[src/rtl/mem_bus_arbiter_pkg.sv]
// Shared types for the fetch/data memory bus arbiter.
// Build option MEM_ARB_RR_EN (round-robin grant) is handled in mem_arb_pick.
package mem_bus_arbiter_pkg;

    // Arbiter FSM state codes
    typedef enum logic [1:0] {
        ARB_IDLE = 2'd0,
        ARB_REQ  = 2'd1,
        ARB_DONE = 2'd2
    } arb_state_e;

    // Bus owner: instruction fetch or MEM-stage data port
    typedef enum logic {
        ARB_OWNER_I = 1'b0,
        ARB_OWNER_D = 1'b1
    } arb_owner_e;

    // Chip-enable / write-enable levels shared with the rest of the core
    localparam logic CHIP_ENABLE   = 1'b1;
    localparam logic CHIP_DISABLE  = 1'b0;
    localparam logic WRITE_DISABLE = 1'b0;

endpackage

[src/rtl/mem_bus_arbiter_if.sv]
// Requester ports, pipeline flush and SRAM-style bus of the memory arbiter.
// The arbiter connects through modport master; the pipeline/memory side uses slave.
interface mem_bus_arbiter_if #(
    parameter int ADDR_W = 32,
    parameter int DATA_W = 32
);
    localparam int SEL_W = DATA_W / 8;

    logic              flush;
    // fetch port (read-only)
    logic              i_ce;
    logic [ADDR_W-1:0] i_addr;
    logic [DATA_W-1:0] i_rdata;
    logic              i_stall;
    // data port
    logic              d_ce;
    logic              d_we;
    logic [SEL_W-1:0]  d_sel;
    logic [ADDR_W-1:0] d_addr;
    logic [DATA_W-1:0] d_wdata;
    logic [DATA_W-1:0] d_rdata;
    logic              d_stall;
    // memory bus
    logic              bus_req;
    logic              bus_we;
    logic [SEL_W-1:0]  bus_sel;
    logic [ADDR_W-1:0] bus_addr;
    logic [DATA_W-1:0] bus_wdata;
    logic [DATA_W-1:0] bus_rdata;
    logic              bus_ack;

    modport master (
        input  flush,
        input  i_ce, i_addr,
        output i_rdata, i_stall,
        input  d_ce, d_we, d_sel, d_addr, d_wdata,
        output d_rdata, d_stall,
        output bus_req, bus_we, bus_sel, bus_addr, bus_wdata,
        input  bus_rdata, bus_ack
    );

    modport slave (
        output flush,
        output i_ce, i_addr,
        input  i_rdata, i_stall,
        output d_ce, d_we, d_sel, d_addr, d_wdata,
        input  d_rdata, d_stall,
        input  bus_req, bus_we, bus_sel, bus_addr, bus_wdata,
        output bus_rdata, bus_ack
    );

endinterface

[src/rtl/mem_bus_arbiter_pick.sv]
// mem_arb_pick: combinational owner selection for the memory bus arbiter.
// MEM_ARB_RR_EN defined: both requesting -> grant the port that was not served last.
// MEM_ARB_RR_EN undefined: fixed priority, data over fetch; 'last' is ignored and
// the register feeding it has no load.
module mem_arb_pick
    import mem_bus_arbiter_pkg::*;
(
    input  logic       i_ce,
    input  logic       d_ce,
    input  arb_owner_e last,
    output arb_owner_e owner
);

`ifdef MEM_ARB_RR_EN
    // Round-robin between two requesters; a lone requester always wins
    always_comb begin
        owner = ARB_OWNER_D;
        if (i_ce && d_ce) begin
            owner = (last == ARB_OWNER_I) ? ARB_OWNER_D : ARB_OWNER_I;
        end else if (i_ce) begin
            owner = ARB_OWNER_I;
        end
    end
`else
    logic unused_last;
    assign unused_last = last;

    // Fixed priority: fetch only wins when data is not requesting
    always_comb begin
        owner = ARB_OWNER_D;
        if (i_ce && !d_ce) begin
            owner = ARB_OWNER_I;
        end
    end
`endif

endmodule

[src/rtl/mem_bus_arbiter.sv]
// mem_bus_arbiter: shares one SRAM-style bus between instruction fetch and MEM-stage data.
// IDLE grants one requester and registers the bus; REQ holds it until bus_ack;
// DONE returns data and releases the owner's stall for one cycle.
// Optional round-robin grant via MEM_ARB_RR_EN (see mem_arb_pick).
module mem_bus_arbiter
    import mem_bus_arbiter_pkg::*;
#(
    parameter int ADDR_W = 32,
    parameter int DATA_W = 32
) (
    input  logic clk,
    input  logic rst,
    mem_bus_arbiter_if.master m
);
    localparam int SEL_W = DATA_W / 8;

    arb_state_e        state_q, state_d;
    arb_owner_e        owner_q, owner_d;
    arb_owner_e        last_q, last_d;
    arb_owner_e        pick_owner;
    logic              drop_q, drop_d;
    logic              bus_req_q, bus_req_d;
    logic              bus_we_q, bus_we_d;
    logic [SEL_W-1:0]  bus_sel_q, bus_sel_d;
    logic [ADDR_W-1:0] bus_addr_q, bus_addr_d;
    logic [DATA_W-1:0] bus_wdata_q, bus_wdata_d;
    logic [DATA_W-1:0] rdata_q, rdata_d;
    logic              any_ce;
    logic              done_i, done_d;

    assign any_ce = (m.i_ce == CHIP_ENABLE) || (m.d_ce == CHIP_ENABLE);

    mem_arb_pick u_pick (
        .i_ce  (m.i_ce),
        .d_ce  (m.d_ce),
        .last  (last_q),
        .owner (pick_owner)
    );

    // Next-state, bus register and read-data capture logic
    always_comb begin
        state_d     = state_q;
        owner_d     = owner_q;
        last_d      = last_q;
        drop_d      = drop_q;
        bus_req_d   = bus_req_q;
        bus_we_d    = bus_we_q;
        bus_sel_d   = bus_sel_q;
        bus_addr_d  = bus_addr_q;
        bus_wdata_d = bus_wdata_q;
        rdata_d     = rdata_q;
        case (state_q)
            ARB_IDLE: begin
                if (any_ce) begin
                    owner_d   = pick_owner;
                    bus_req_d = CHIP_ENABLE;
                    state_d   = ARB_REQ;
                    if (pick_owner == ARB_OWNER_D) begin
                        bus_we_d    = m.d_we;
                        bus_sel_d   = m.d_sel;
                        bus_addr_d  = m.d_addr;
                        bus_wdata_d = m.d_wdata;
                    end else begin
                        bus_we_d    = WRITE_DISABLE;
                        bus_sel_d   = '1;
                        bus_addr_d  = m.i_addr;
                        bus_wdata_d = '0;
                    end
                end
            end
            ARB_REQ: begin
                // A flush anywhere in REQ, including the ack cycle, discards the result
                drop_d = drop_q | m.flush;
                if (m.bus_ack) begin
                    rdata_d     = m.bus_rdata;
                    bus_req_d   = CHIP_DISABLE;
                    bus_we_d    = 1'b0;
                    bus_sel_d   = '0;
                    bus_addr_d  = '0;
                    bus_wdata_d = '0;
                    if (drop_q || m.flush) begin
                        state_d = ARB_IDLE;
                        drop_d  = 1'b0;
                    end else begin
                        state_d = ARB_DONE;
                    end
                end
            end
            ARB_DONE: begin
                state_d = ARB_IDLE;
                last_d  = owner_q;
            end
            default: begin
                state_d = ARB_IDLE;
            end
        endcase
    end

    // State and bus registers; reset drops the bus request immediately
    always_ff @(posedge clk or posedge rst) begin
        if (rst) begin
            state_q     <= ARB_IDLE;
            owner_q     <= ARB_OWNER_I;
            last_q      <= ARB_OWNER_I;
            drop_q      <= 1'b0;
            bus_req_q   <= 1'b0;
            bus_we_q    <= 1'b0;
            bus_sel_q   <= '0;
            bus_addr_q  <= '0;
            bus_wdata_q <= '0;
            rdata_q     <= '0;
        end else begin
            state_q     <= state_d;
            owner_q     <= owner_d;
            last_q      <= last_d;
            drop_q      <= drop_d;
            bus_req_q   <= bus_req_d;
            bus_we_q    <= bus_we_d;
            bus_sel_q   <= bus_sel_d;
            bus_addr_q  <= bus_addr_d;
            bus_wdata_q <= bus_wdata_d;
            rdata_q     <= rdata_d;
        end
    end

    assign done_i = (state_q == ARB_DONE) && (owner_q == ARB_OWNER_I);
    assign done_d = (state_q == ARB_DONE) && (owner_q == ARB_OWNER_D);

    assign m.i_stall   = m.i_ce & ~done_i & ~m.flush;
    assign m.d_stall   = m.d_ce & ~done_d & ~m.flush;
    assign m.i_rdata   = rdata_q;
    assign m.d_rdata   = rdata_q;
    assign m.bus_req   = bus_req_q;
    assign m.bus_we    = bus_we_q;
    assign m.bus_sel   = bus_sel_q;
    assign m.bus_addr  = bus_addr_q;
    assign m.bus_wdata = bus_wdata_q;

endmodule
[src/flat_wrapper.sv]
// flat-port wrapper written by rule: the top's interface ports become plain ports
module mem_bus_arbiter_flat import mem_bus_arbiter_pkg::*;
#(
    parameter int ADDR_W = 32,
    parameter int DATA_W = 32
)
  (clk, rst, m_flush, m_i_ce, m_i_addr, m_i_rdata, m_i_stall, m_d_ce, m_d_we, m_d_sel, m_d_addr, m_d_wdata, m_d_rdata, m_d_stall, m_bus_req, m_bus_we, m_bus_sel, m_bus_addr, m_bus_wdata, m_bus_rdata, m_bus_ack);
  mem_bus_arbiter_if #(.ADDR_W(ADDR_W), .DATA_W(DATA_W)) m_i ();
  input  logic clk;
  input  logic rst;
  input wire logic [$bits(m_i.flush)-1:0] m_flush;
  input wire logic [$bits(m_i.i_ce)-1:0] m_i_ce;
  input wire logic [$bits(m_i.i_addr)-1:0] m_i_addr;
  output wire logic [$bits(m_i.i_rdata)-1:0] m_i_rdata;
  output wire logic [$bits(m_i.i_stall)-1:0] m_i_stall;
  input wire logic [$bits(m_i.d_ce)-1:0] m_d_ce;
  input wire logic [$bits(m_i.d_we)-1:0] m_d_we;
  input wire logic [$bits(m_i.d_sel)-1:0] m_d_sel;
  input wire logic [$bits(m_i.d_addr)-1:0] m_d_addr;
  input wire logic [$bits(m_i.d_wdata)-1:0] m_d_wdata;
  output wire logic [$bits(m_i.d_rdata)-1:0] m_d_rdata;
  output wire logic [$bits(m_i.d_stall)-1:0] m_d_stall;
  output wire logic [$bits(m_i.bus_req)-1:0] m_bus_req;
  output wire logic [$bits(m_i.bus_we)-1:0] m_bus_we;
  output wire logic [$bits(m_i.bus_sel)-1:0] m_bus_sel;
  output wire logic [$bits(m_i.bus_addr)-1:0] m_bus_addr;
  output wire logic [$bits(m_i.bus_wdata)-1:0] m_bus_wdata;
  input wire logic [$bits(m_i.bus_rdata)-1:0] m_bus_rdata;
  input wire logic [$bits(m_i.bus_ack)-1:0] m_bus_ack;
  assign m_i.flush = m_flush;
  assign m_i.i_ce = m_i_ce;
  assign m_i.i_addr = m_i_addr;
  assign m_i_rdata = m_i.i_rdata;
  assign m_i_stall = m_i.i_stall;
  assign m_i.d_ce = m_d_ce;
  assign m_i.d_we = m_d_we;
  assign m_i.d_sel = m_d_sel;
  assign m_i.d_addr = m_d_addr;
  assign m_i.d_wdata = m_d_wdata;
  assign m_d_rdata = m_i.d_rdata;
  assign m_d_stall = m_i.d_stall;
  assign m_bus_req = m_i.bus_req;
  assign m_bus_we = m_i.bus_we;
  assign m_bus_sel = m_i.bus_sel;
  assign m_bus_addr = m_i.bus_addr;
  assign m_bus_wdata = m_i.bus_wdata;
  assign m_i.bus_rdata = m_bus_rdata;
  assign m_i.bus_ack = m_bus_ack;
  mem_bus_arbiter #(.ADDR_W(ADDR_W), .DATA_W(DATA_W)) u_core (.clk(clk), .rst(rst), .m(m_i));
endmodule
[config.mk]
export PLATFORM = sky130hd
export DESIGN_NAME = mem_bus_arbiter_flat
export DESIGN_NICKNAME = d
export VERILOG_FILES = /design/src/rtl/mem_bus_arbiter_pkg.sv /design/src/rtl/mem_bus_arbiter_if.sv /design/src/rtl/mem_bus_arbiter_pick.sv /design/src/rtl/mem_bus_arbiter.sv /design/src/flat_wrapper.sv
export SDC_FILE = /design/constraint.sdc
export NUM_CORES = 1
export LEC_CHECK = 0
export BUFFER_PORTS_ARGS = -buffer_cell sky130_fd_sc_hd__buf_2
export CORE_AREA = 2 2 105 107
export DETAILED_ROUTE_END_ITERATION = 7
export DIE_AREA = 0 0 107 109
export MAX_ROUTING_LAYER = met4
export PLACE_DENSITY = 0.81
export REMOVE_ABC_BUFFERS = 1
export SYNTH_ARGS = -nofsm -noshare
export SYNTH_HDL_FRONTEND = slang
export SYNTH_SLANG_ARGS = --single-unit
[constraint.sdc]
create_clock -name clk -period 8.43 [get_ports clk]
set_clock_uncertainty 0.1 [all_clocks]
set_input_delay 0.843 -clock clk [delete_from_list [all_inputs] [get_ports clk]]
set_output_delay 0.843 -clock clk [all_outputs]
set_load 0.005 [all_outputs]
==> out/results.tsv <==
metric	value	unit
setup TNS	0	ns
Critical Path Start	m_d_ce	
post-synthesis cell area	4600	um2
Post-DP HPWL	8.54	mm
CTS tree	yes	
worst-case reg-to-reg path depth	4	
core area	10600	um2
max-cap check violation count	0	
top sig layer	met4	
drt first pass iters	4	
PD cells	330	nW/um2
register area share after synthesis	0.577	
port bufs	274	
Total GRT Usage	0.197	
WL met2	5.91	mm
vias	3747	
Initial DRC Count	176	
Std-Cell Rows	38	
DR vias/cell	5.10	
vias in the first global route	3572	
clock power share	0.166	
Layout Nets	729	
initial antenna violation count	0	
kind of critical path	in2out	
Syn Inst Count	364	
Yosys reg bits	106	
WL met1	4.78	mm
Ys Warns	0	
reg2reg start	u_core.state_q[0]$_DFFE_PP0P_	
CP required	7.49	ns
RSZ-0062 raised after global routing	false	
Ports	275	
total leakage power	3.21	nW
Diodes inserted	0	
grt total ovfl	0	
Chip Width	107	um
Initial Utilization	0.434	
Post-CTS Resized	0	
Max FO, Critical Path	37	
post-layout min period	3.42	ns
worst r2r dst	u_core.m.bus_wdata[16]$_DFFE_PP0P_	
Total Die Area	11700	um2
H-tree Lvls	3	
TritonCTS sink count	106	
status	complete, no violations	
commonest non-fill, non-tap cell in the layout	buf_2	
Max Clock Freq	0.293	GHz
Die Ht	109	um
Layout Utilization	0.563	
most frequent cells in the layout	buf_2, dfrtp_1, a22o_1, nor2_1, mux2_2	
Psw	0.000680	W
WL met3	810	um
Critical Path Source Type	input port	
post-synthesis area per instance	12.6	um2
synth-to-layout area growth	29.9	%
cts hold-fix bufs	0	
Sw Ratio	0.345	
combinational share of power	0.389	
Post-CTS Setup Bufs	0	
Slew Viols, Final	0	
R2R Setup Slk	6.28	ns
Unique masters post-synth	28	
Peak VDD IR	0.000138	V
Hold Fails Final Rpt	0	
HP Class	reg2reg	
Worst Setup EP	m_d_stall	
CTS clk-pin slew, worst paths	0.10	ns
Root Buffer	clkbuf_8	
layout cells sized above 1	0.553	
drt drc	0	
DR WL/cell	16.0	um
final setup vio count	0	
P_int	0.00129	W
Routed Antenna Nets	0	
DRT Wirelength	11.7	mm
pin count of the biggest net entering global routing	70	
worst rel slew slack	0.166	
Worst Setup End Kind	output pin	
clk_lat worst skew	0.36	ns
Clock Path Buffers	2	
GPL Wtd Cong	0.752	
first-pass GRT wire length	17.5	mm
Tcrit/Tclk final	0.406	
worst-margin pin slew	1.25	ns
sequential share of power	0.445	
Num CTS Buffers	9	
Critical Path AT	2.48	ns
-- power groups by stage --
stage                     clock network [W]  logic [W]  registers [W]
final                              0.000327   0.000767       0.000876
after CTS                          0.000338   0.000782       0.000876
after global placement                    0   0.000761       0.000874
after detailed placement                  0   0.000784       0.000880
after global routing               0.000359   0.000845       0.000904
after floorplan                           0   0.000329       0.000900
-- how the worst min path moves through the flow --
stage,end,start,slack (ns),depth (start not counted)
floorplan,u_core.state_q[1]$_DFFE_PP0P_,u_core.drop_q$_DFFE_PP0N_,0.31,1
global placement,u_core.state_q[1]$_DFFE_PP0P_,u_core.drop_q$_DFFE_PP0N_,0.32,1
detailed placement,u_core.state_q[1]$_DFFE_PP0P_,u_core.drop_q$_DFFE_PP0N_,0.33,1
CTS,u_core.state_q[1]$_DFFE_PP0P_,u_core.drop_q$_DFFE_PP0N_,0.35,1
global route,u_core.m.d_rdata[21]$_DFFE_PP0P_,rst,0.39,2
finish,u_core.state_q[1]$_DFFE_PP0P_,u_core.drop_q$_DFFE_PP0N_,0.35,1
-- Yosys cell counts --
library cell | instances | share of area
o21ai_1 | 1 | 0.0011
clkbuf_1 | 13 | 0.011
o311a_1 | 1 | 0.0022
nor3_2 | 1 | 0.0022
buf_2 | 7 | 0.0076
nand2b_1 | 1 | 0.0014
dfrtp_1 | 106 | 0.58
nor2b_1 | 1 | 0.0014
o21a_1 | 2 | 0.0033
buf_1 | 2 | 0.0016
or3_1 | 1 | 0.0014
a2bb2oi_1 | 31 | 0.059
o211ai_2 | 1 | 0.0027
o21ai_0 | 2 | 0.0022
inv_1 | 4 | 0.0033
nor3_1 | 1 | 0.0011
a21oi_1 | 4 | 0.0044
buf_4 | 32 | 0.052
nand2_1 | 7 | 0.0057
a311oi_1 | 1 | 0.0019
a22o_1 | 65 | 0.12
nor2_1 | 33 | 0.027
nand3b_1 | 1 | 0.0016
mux2_2 | 32 | 0.078
buf_6 | 8 | 0.020
a21o_1 | 1 | 0.0016
inv_2 | 1 | 0.00082
nor4_1 | 4 | 0.0054
-- cell type report --
cell class                      count  area, um2
Sequential cell                   106       2650
Timing Repair Buffer              277       1390
Inverter                            5       21.3
Tap cell                          140        175
Clock inverter                      7       86.3
Fill cell                         900       4630
Multi-Input combinational cell    191       1520
Clock buffer                        9        124
-- state kept, by name, summed over array words and instances (netlist names) --
name and flops:
u_core.m.bus_we 1, u_core.drop_q 1, u_core.m.d_rdata 32, u_core.owner_q 1, u_core.state_q 2, u_core.m.bus_wdata 32, u_core.m.bus_req 1, u_core.m.bus_sel 4
u_core.m.bus_addr 32
-- cell families (layout without fill, tap and decap cells) --
group | count (synthesis) | in the layout | share of synthesized area
DFF | 106 | 106 | 0.577
muxes | 32 | 32 | 0.0783
AOI/OAI and AO/OA | 109 | 109 | 0.202
buffers and inverters | 67 | 298 | 0.0958
and+or+nand+nor | 50 | 50 | 0.0471
-- per-stage QoR --
stage	instance area (um2)	setup slack, ns	instances	total power (W)	hold slack, ns
6_report	5970	5.01	735	0.00197	0.346
5_1_grt	5970	4.88	735	0.00211	0.392
4_1_cts	5970	5.01	735	0.00200	0.351
3_5_place_dp	5760	5.01	719	0.00166	0.327
3_3_place_gp	5760	5.18	719	0.00163	0.317
2_1_floorplan	4180	4.70	302	0.00123	0.309
-- per-layer routing --
metal	vias to the layer above	GRT usage
li1	1751	-
met5	-	-
met4	0	0.0686
met1	1806	0.229
met3	17	0.0502
met2	173	0.335
-- worst max-delay path: stages --
cell and delay [ns]:
buf_2 0.50, inv_2 0.46, a311oi_1 0.46, buf_2 0.19
(Power assumes the default switching activity.)
